### config.mk
export PLATFORM = sky130hd
export DESIGN_NAME = dvs_pkt_encoder
export DESIGN_NICKNAME = d
export VERILOG_FILES = /design/src/rtl/dvs_pkt_encoder.sv
export SDC_FILE = /design/constraint.sdc
export NUM_CORES = 1
export LEC_CHECK = 0
export ABC_CLOCK_PERIOD_IN_PS = 5000
export BUFFER_PORTS_ARGS = -buffer_cell sky130_fd_sc_hd__buf_2
export CAP_MARGIN = 20
export CORE_MARGIN = 2
export CORE_UTILIZATION = 31
export DETAILED_ROUTE_END_ITERATION = 10
export SYNTH_ARGS = -nofsm -noshare
export SYNTH_HDL_FRONTEND = slang
export SYNTH_SLANG_ARGS = --single-unit
### constraint.sdc
create_clock -name CLK_IN -period 5 [get_ports CLK_IN]
set_input_delay 0.75 -clock CLK_IN [delete_from_list [all_inputs] [get_ports CLK_IN]]
set_output_delay 0.75 -clock CLK_IN [all_outputs]
set_load 0.005 [all_outputs]
### src/rtl/dvs_pkt_encoder.sv
// DVS address-event to SpiNNaker 40-bit multicast packet encoder with a
// first-word-fall-through packet FIFO and delivered/dropped event counters.
module dvs_pkt_encoder #(
    parameter logic [16:0] KEY_PREFIX     = 17'h00000,
    parameter int          FIFO_DEPTH     = 4,
    parameter bit          DROP_WHEN_FULL = 1'b1
) (
    input  logic        CLK_IN,
    input  logic        RESET_IN,
    input  logic [6:0]  EVT_X_IN,
    input  logic [6:0]  EVT_Y_IN,
    input  logic        EVT_POL_IN,
    input  logic        EVT_VLD_IN,
    output logic        EVT_RDY_OUT,
    output logic [39:0] PKT_DATA_OUT,
    output logic        PKT_VLD_OUT,
    input  logic        PKT_RDY_IN,
    input  logic        CLR_CNT_IN,
    output logic [31:0] PKT_CNT_OUT,
    output logic [15:0] DROP_CNT_OUT
);

    localparam int PTR_W = $clog2(FIFO_DEPTH);
    localparam int CNT_W = PTR_W + 1;

    logic [39:0]      mem_q [FIFO_DEPTH];
    logic [39:0]      mem_d [FIFO_DEPTH];
    logic [PTR_W-1:0] wr_ptr_q, wr_ptr_d;
    logic [PTR_W-1:0] rd_ptr_q, rd_ptr_d;
    logic [CNT_W-1:0] count_q, count_d;
    logic [31:0]      pkt_cnt_q, pkt_cnt_d;
    logic [15:0]      drop_cnt_q, drop_cnt_d;

    logic [31:0] routing_key;
    logic [39:0] pkt_word;
    logic        fifo_full;
    logic        fifo_empty;
    logic        offered;
    logic        push;
    logic        pop;
    logic        drop;

    assign routing_key = {KEY_PREFIX, EVT_Y_IN, EVT_X_IN, EVT_POL_IN};
    // Parity bit makes the whole 40-bit word carry an odd number of ones.
    assign pkt_word    = {routing_key, 7'b0000000, ~^routing_key};

    assign fifo_full  = (count_q == CNT_W'(FIFO_DEPTH));
    assign fifo_empty = (count_q == '0);
    assign offered    = EVT_VLD_IN && !RESET_IN;
    // Fullness is judged on registered state, so a same-edge pop never makes room.
    assign push       = offered && !fifo_full;
    assign drop       = DROP_WHEN_FULL && offered && fifo_full;
    assign pop        = !fifo_empty && PKT_RDY_IN;

    assign EVT_RDY_OUT  = !RESET_IN && (DROP_WHEN_FULL || !fifo_full);
    assign PKT_VLD_OUT  = !fifo_empty;
    assign PKT_DATA_OUT = fifo_empty ? 40'h0 : mem_q[rd_ptr_q];
    assign PKT_CNT_OUT  = pkt_cnt_q;
    assign DROP_CNT_OUT = drop_cnt_q;

    always_comb begin
        mem_d    = mem_q;
        wr_ptr_d = wr_ptr_q;
        rd_ptr_d = rd_ptr_q;
        count_d  = count_q;
        if (push) begin
            mem_d[wr_ptr_q] = pkt_word;
            wr_ptr_d        = wr_ptr_q + PTR_W'(1);
        end
        if (pop) begin
            rd_ptr_d = rd_ptr_q + PTR_W'(1);
        end
        case ({push, pop})
            2'b10:   count_d = count_q + CNT_W'(1);
            2'b01:   count_d = count_q - CNT_W'(1);
            default: count_d = count_q;
        endcase
    end

    // Clear takes priority over any increment on the same edge.
    always_comb begin
        pkt_cnt_d  = pkt_cnt_q;
        drop_cnt_d = drop_cnt_q;
        if (CLR_CNT_IN) begin
            pkt_cnt_d  = '0;
            drop_cnt_d = '0;
        end else begin
            if (pop) begin
                pkt_cnt_d = pkt_cnt_q + 32'd1;
            end
            if (drop && (drop_cnt_q != 16'hFFFF)) begin
                drop_cnt_d = drop_cnt_q + 16'd1;
            end
        end
    end

    always_ff @(posedge CLK_IN) begin
        if (RESET_IN) begin
            for (int i = 0; i < FIFO_DEPTH; i++) begin
                mem_q[i] <= '0;
            end
            wr_ptr_q   <= '0;
            rd_ptr_q   <= '0;
            count_q    <= '0;
            pkt_cnt_q  <= '0;
            drop_cnt_q <= '0;
        end else begin
            mem_q      <= mem_d;
            wr_ptr_q   <= wr_ptr_d;
            rd_ptr_q   <= rd_ptr_d;
            count_q    <= count_d;
            pkt_cnt_q  <= pkt_cnt_d;
            drop_cnt_q <= drop_cnt_d;
        end
    end

endmodule
==> flow_metrics.env, run 1 <==
export IMPL_outcome="finished clean"
export IMPL_place_inst=932
export IMPL_relSlewSlack_pct=32.3
export IMPL_drt_wl_total_um=14100
export IMPL_vias=4706
export IMPL_layout_commonest_cell="dfxtp_1"
export IMPL_ios=110
export IMPL_ys_warnings_count=0
export IMPL_peakVddDrop_mv=0.287
export IMPL_crit_required_ns=4.25
export IMPL_netlist_area_sq_um=5720
export IMPL_synth_edf_count=0
export IMPL_fp_row_count=49
export IMPL_globalRouteOverflowTotal=0
export IMPL_rsz0062_at_grt="no"
export IMPL_fp_dieArea_sq_um=19500
export IMPL_initial_core_util_pct=31.7
export IMPL_cts_resized=0
export IMPL_fillers=1837
export IMPL_hold_depth=2
export IMPL_yosys_area_share_simple_pct=24.6
export IMPL_cts_tree="done"
export IMPL_hpwlAfterDp_um=8820
export IMPL_drtIter0Drc=311
export IMPL_setup_ws_ns=1.80
export IMPL_cts_hold_buf=0
export IMPL_cp_start_kind="flop"
export IMPL_fin_skew_ns=0.00984
export IMPL_place_congestion=0.714
export IMPL_vias_per_cell=4.87
export IMPL_synthFlopType="dfxtp_1"
export IMPL_fin_nets=751
export IMPL_end_kind="primary output"
export IMPL_area_growth_syn_to_layout_pct=19.8
export IMPL_die_h_um=140
export IMPL_wl_per_cell_um=14.6
export IMPL_ff2ff_setup_slack_ns=2.32
export IMPL_synthAdderAreaFrac_pct=1.88
export IMPL_power_w=0.00277
export IMPL_port_buffers=85
export IMPL_syn_inst=657
export IMPL_core_sq_um=18000
export IMPL_cts_max_level=4
export IMPL_report_final_slew_viol_count=0
export IMPL_drt_pass1_iter_count=6
export IMPL_numCtsBuffers=17
export IMPL_p_leak_nw=2.62
export IMPL_r2r_start="count_q[2]"
export IMPL_period_minus_slack_ns=3.20
export IMPL_r2r_end="count_q[2]"
export IMPL_min_delay_start="mem_q[129]"
export IMPL_cp_slowest_stage_delay_ns=0.98
export IMPL_r2r_cells=9
export IMPL_cts_root_buf="clkbuf_16"
export IMPL_clk_pin_slew_ns=0.06
export IMPL_synth_xor_area_share_pct=9.45
export IMPL_drive_gt1_share_pct=20.1
export IMPL_maxCapViolations=0
export IMPL_cts_setup_buffers=0
export IMPL_dp_slack_ns=1.94
export IMPL_avgSynthCellArea_sq_um=8.70
export IMPL_ys_seq_area_share_pct=41.7
export IMPL_clockBufferDepth=2
export IMPL_hold_path_class="reg2reg"
export IMPL_synthArstFlopShare_pct=0
export IMPL_synth_compound_area_share_pct=8.80
export IMPL_grt_pass1_wl_um=23200
export IMPL_die_w_um=140
export IMPL_fin_tns_setup_ns=0
export IMPL_grt_pass1_vias=4382
export IMPL_worst_slew_pin_transition_ns=1.01
export IMPL_muxShareOfSynthArea_pct=6.48
export IMPL_clock_sinks=119
export IMPL_crit_fanout=16
export IMPL_critical_path_arrival_ns=2.45
export IMPL_power_per_cell_area_nw_per_um2=405
export IMPL_finalCritPeriodShare_pct=63.9
export IMPL_setup_viol=0
export IMPL_antenna_found_initial=1
export IMPL_synth_top_family_by_area="simple AND/OR/NAND/NOR gates"
export IMPL_crit_family="flip-flops"
export IMPL_hold_viol_final=0
export IMPL_whs_ns=0.451
export IMPL_drc=0
export IMPL_postRouteAntennaNets=0
export IMPL_cp_num_buf_inv=2
export IMPL_worstSetupPathType="reg2out"
export IMPL_crit_path_top_delay_cell="dfxtp_1"
export IMPL_final_cells=966
export IMPL_final_cell_mix="119 x dfxtp_1, 85 x nand2_1, 85 x buf_2"
export IMPL_synth_seq_cells=119
export IMPL_path_cells="buf_4, mux4_2, nor2b_1, buf_2"
export IMPL_clock_latency_ns=0.42
export IMPL_max_freq_ghz=0.313
export IMPL_yosys_cell_types_count=43
export IMPL_hold_path_end="mem_q[129]"
export IMPL_grt_util_all_layers_pct=14.8
export IMPL_grt_max_degree=74
## routing by layer
| metal | global-route usage (%) | routed length (um) |
|---|---|---|
| met3 | 4.68 | 767 |
| met4 | 4.74 | 138 |
| met5 | 0 | 13 |
| met2 | 23.1 | 6690 |
| met1 | 19.6 | 6530 |
## area by class of cell
cell class,instances,area (sq um),area share (%)
antenna,1,2.50,0.0365
clock buffer,20,457,6.67
clock inverter,12,174,2.54
inverter,10,37.5,0.548
multi-input combinational,483,3020,44.1
sequential,119,2380,34.8
tap,229,287,4.18
timing repair buffer,92,485,7.09
## synth_stat cells (2+ instances only)
| cell type | number | area share, % |
|---|---|---|
| dfxtp_1 | 119 | 42 |
| nand2_1 | 85 | 5.6 |
| a21oi_1 | 72 | 6.3 |
| nand3_1 | 70 | 6.1 |
| nor2_1 | 54 | 3.5 |
| xor2_1 | 36 | 5.5 |
| clkbuf_1 | 27 | 1.8 |
| buf_4 | 24 | 3.2 |
| xnor2_1 | 18 | 2.8 |
| nor2b_1 | 17 | 1.9 |
| mux4_2 | 16 | 6.3 |
| and3_1 | 15 | 1.6 |
| nand4_1 | 15 | 1.6 |
| buf_2 | 12 | 1.1 |
| inv_1 | 10 | 0.66 |
| ha_1 | 7 | 1.5 |
| nor3_1 | 7 | 0.61 |
| and4_1 | 6 | 0.92 |
| o211ai_1 | 5 | 0.66 |
| buf_1 | 4 | 0.26 |
| o21ai_0 | 4 | 0.35 |
| or3_1 | 4 | 0.44 |
| nor4_1 | 3 | 0.33 |
| o31ai_1 | 3 | 0.39 |
| xnor3_1 | 3 | 1.2 |
| and2_1 | 2 | 0.22 |
| or2_2 | 2 | 0.22 |
| or4_1 | 2 | 0.26 |
## worst reg2reg max path, stage by stage (launching register included)
cell and delay, ns:
dfxtp_1 0.44, nor3b_4 0.29, and2b_2 0.50, inv_1 0.14, ha_1 0.19, inv_1 0.06, fa_1 0.38, xor2_1 0.16
or3_1 0.31, a21oi_1 0.14
## registers in the layout, summed over array words and instances (netlist names)
signal and flops:
wr_ptr_q 2, rd_ptr_q 2, mem_q 64, PKT_CNT_OUT 32, DROP_CNT_OUT 16, count_q 3
## worst max-delay path by stage
stage          slack, ns  cells after the start        start          endpoint
6_report            1.80                      4  rd_ptr_q[0]  PKT_DATA_OUT[14]
5_1_grt             1.61                      4  rd_ptr_q[0]  PKT_DATA_OUT[14]
3_5_place_dp        1.94                     10     RESET_IN        count_q[2]
2_1_floorplan       2.33                     11   EVT_VLD_IN        count_q[2]
4_1_cts             1.69                      4  rd_ptr_q[0]  PKT_DATA_OUT[14]
3_3_place_gp        1.98                     10     RESET_IN        count_q[2]
## where the power goes
part | internal, W | leakage (nW) | total, W | switching, W
clock | 0.000859 | 0.298 | 0.00131 | 0.000453
sequential | 0.000985 | 0.961 | 0.00105 | 0.0000683
combinational | 0.000170 | 1.36 | 0.000406 | 0.000237
total | 0.00201 | 2.62 | 0.00277 | 0.000758
## per-stage QoR
| step | utilization (%) | cell area (sq um) |
|---|---|---|
| 2_1_floorplan | - | 5800 |
| 3_3_place_gp | 34.4 | 6190 |
| 3_5_place_dp | 34.4 | 6200 |
| 4_1_cts | 37.9 | 6830 |
| 5_1_grt | 38.0 | 6850 |
| 6_report | 38.0 | 6850 |
## cell families after synthesis
logic type,after synthesis
AND/OR/NAND/NOR,288
AO/OA/AOI/OAI,89
multiplexers,17
buffers and inverters,78
flip-flops,119
adder cells (fa/ha/maj),8
XOR/XNOR,57
other,1
Power figures use the tool's default switching activity.
==> run 2, diff against run 1 <==
--- a/config.mk
+++ b/config.mk
@@ -5,7 +5,7 @@
 export SDC_FILE = /design/constraint.sdc
 export NUM_CORES = 1
 export LEC_CHECK = 0
-export ABC_CLOCK_PERIOD_IN_PS = 5000
+export ABC_CLOCK_PERIOD_IN_PS = 2900
 export BUFFER_PORTS_ARGS = -buffer_cell sky130_fd_sc_hd__buf_2
 export CAP_MARGIN = 20
 export CORE_MARGIN = 2
==> constraint.sdc (replaced) <==
create_clock -name CLK_IN -period 2.9 [get_ports CLK_IN]
set_input_delay 0.435 -clock CLK_IN [delete_from_list [all_inputs] [get_ports CLK_IN]]
set_output_delay 0.435 -clock CLK_IN [all_outputs]
set_load 0.005 [all_outputs]
==> run 2 against run 1 <==
Compared with the run above:
- clock skew increased by 0.00093 ns
- largest power group unchanged
- non-clock buffer count up 10
- sequential share of layout area shrank 0.21 points
- utilization is 0.24 points higher
- critical endpoint is now PKT_DATA_OUT[22]
- critical path depth unchanged
- die area is the same
- clock power rose by 58%
- final cell count rose by 0.93%
- clock-buffer cell count is 3 lower
- power increased by 67%
- via count rose by 0.87%
==> flow_metrics.env, run 2 (synthesis gave the netlist of run 1 again) <==
export IMPL_maxCapViolations=0
export IMPL_n_antenna_cell=0
export IMPL_crit_family="multiplexers"
export IMPL_fp_row_count=49
export IMPL_drt_pass1_iter_count=4
export IMPL_grt_max_degree=74
export IMPL_power_per_cell_area_nw_per_um2=671
export IMPL_cts_resized=0
export IMPL_fin_tns_setup_ns=0
export IMPL_grt_pass1_vias=4491
export IMPL_worst_slew_pin_transition_ns=0.800
export IMPL_die_h_um=140
export IMPL_cts_setup_buffers=0
export IMPL_fin_nets=761
export IMPL_path_depth=4
export IMPL_drc=0
export IMPL_crit_required_ns=2.47
export IMPL_place_inst=943
export IMPL_core_sq_um=18000
export IMPL_drt_wl_total_um=14400
export IMPL_peakVddDrop_mv=0.438
export IMPL_seqCellArea_sq_um=2380
export IMPL_cts_hold_buf=0
export IMPL_final_cell_mix="119 x dfxtp_1, 85 x nand2_1, 85 x buf_2"
export IMPL_max_freq_ghz=0.423
export IMPL_numCtsBuffers=17
export IMPL_grt_util_all_layers_pct=14.9
export IMPL_fillers=1829
export IMPL_clk_pin_slew_ns=0.06
export IMPL_clock_sinks=119
export IMPL_hold_viol_final=0
export IMPL_wl_per_cell_um=14.7
export IMPL_setup_viol=0
export IMPL_fin_util_pct=38.2
export IMPL_fp_dieArea_sq_um=19500
export IMPL_drtIter0Drc=252
export IMPL_grt_pass1_wl_um=23200
export IMPL_fin_skew_ns=0.0108
export IMPL_hold_depth=3
export IMPL_antenna_found_initial=0
export IMPL_p_leak_nw=2.65
export IMPL_drive_gt1_share_pct=21.3
export IMPL_top_register="mem_q"
export IMPL_layout_commonest_cell="dfxtp_1"
export IMPL_hpwlAfterDp_um=9040
export IMPL_r2r_cells=9
export IMPL_vias_per_cell=4.87
export IMPL_critical_path_arrival_ns=1.93
export IMPL_cp_slowest_stage_delay_ns=0.57
export IMPL_vias=4747
export IMPL_largest_reg_flops=64
export IMPL_port_buffers=85
export IMPL_clock_latency_ns=0.42
export IMPL_crit_path_top_delay_cell="mux4_2"
export IMPL_outcome="finished clean"
export IMPL_area_growth_syn_to_layout_pct=20.5
export IMPL_finalCritPeriodShare_pct=81.6
export IMPL_period_minus_slack_ns=2.37
export IMPL_clockBufferDepth=2
export IMPL_end_kind="primary output"
export IMPL_worstSetupPathType="reg2out"
export IMPL_postRouteAntennaNets=0
export IMPL_cts_tree="done"
export IMPL_cts_root_buf="clkbuf_16"
export IMPL_die_w_um=140
export IMPL_ios=110
export IMPL_hold_path_class="in2reg"
export IMPL_relSlewSlack_pct=46.7
export IMPL_cp_num_buf_inv=2
export IMPL_final_cells=975
export IMPL_rsz0062_at_grt="no"
export IMPL_crit_fanout=16
export IMPL_report_final_slew_viol_count=0
export IMPL_globalRouteOverflowTotal=0
export IMPL_place_congestion=0.720
export IMPL_multiInputGateArea_sq_um=3020
export IMPL_cp_start_kind="flop"
export IMPL_initial_core_util_pct=31.7
export IMPL_cts_max_level=4
export IMPL_path_cells="buf_4, mux4_2, nor2b_1, buf_2"
[run 2: path summary, 6_finish.rpt]
| kind | from | endpoint | slack, ns |
|---|---|---|---|
| worst max-delay path | rd_ptr_q[1] | PKT_DATA_OUT[22] | 0.53 |
| worst min register to register | mem_q[9] | mem_q[9] | 0.45 |
| worst max register to register | count_q[2] | count_q[2] | 0.57 |
| worst min-delay path | EVT_X_IN[1] | mem_q[50] | 0.32 |
[run 2: routing by layer]
| layer | up-vias | routed length, um | global-route usage [%] |
|---|---|---|---|
| met3 | 16 | 589 | 3.99 |
| met1 | 2252 | 6790 | 19.4 |
| met5 | - | 0 | 0 |
| met4 | 0 | 165 | 5.42 |
| li1 | 2375 | - | - |
| met2 | 104 | 6840 | 23.6 |
[run 2: worst min-delay path, cell delays in order]
cell,delay [ns]
buf_2,0.13
nand3_1,0.07
a21oi_1,0.05
[run 2: power by group]
part / switching (W) / total [W] / internal (W)
clock: 0.000807 / 0.00207 / 0.00126
sequential: 0.0000567 / 0.00175 / 0.00170
combinational: 0.000486 / 0.000797 / 0.000310
[run 2: final cells by class]
class,count,area share [%]
clock buffers,17,6.17
clock inverters,15,2.29
inverters,10,0.545
multi-input cells,483,43.9
flip-flops and latches,119,34.6
well taps,229,4.16
repair buffers,102,8.39
[run 2: stage by stage]
stage / total power [W] / cell area, sq um / hold WS (ns) / setup slack [ns]
detailed placement: 0.00260 / 6310 / 0.446 / 0.588
global placement: 0.00260 / 6310 / 0.438 / 0.617
finish: 0.00462 / 6890 / 0.315 / 0.534
floorplan: 0.00234 / 5800 / 0.433 / 0.450
CTS: 0.00468 / 6890 / 0.292 / 0.488
global route: 0.00484 / 6890 / 0.303 / 0.422
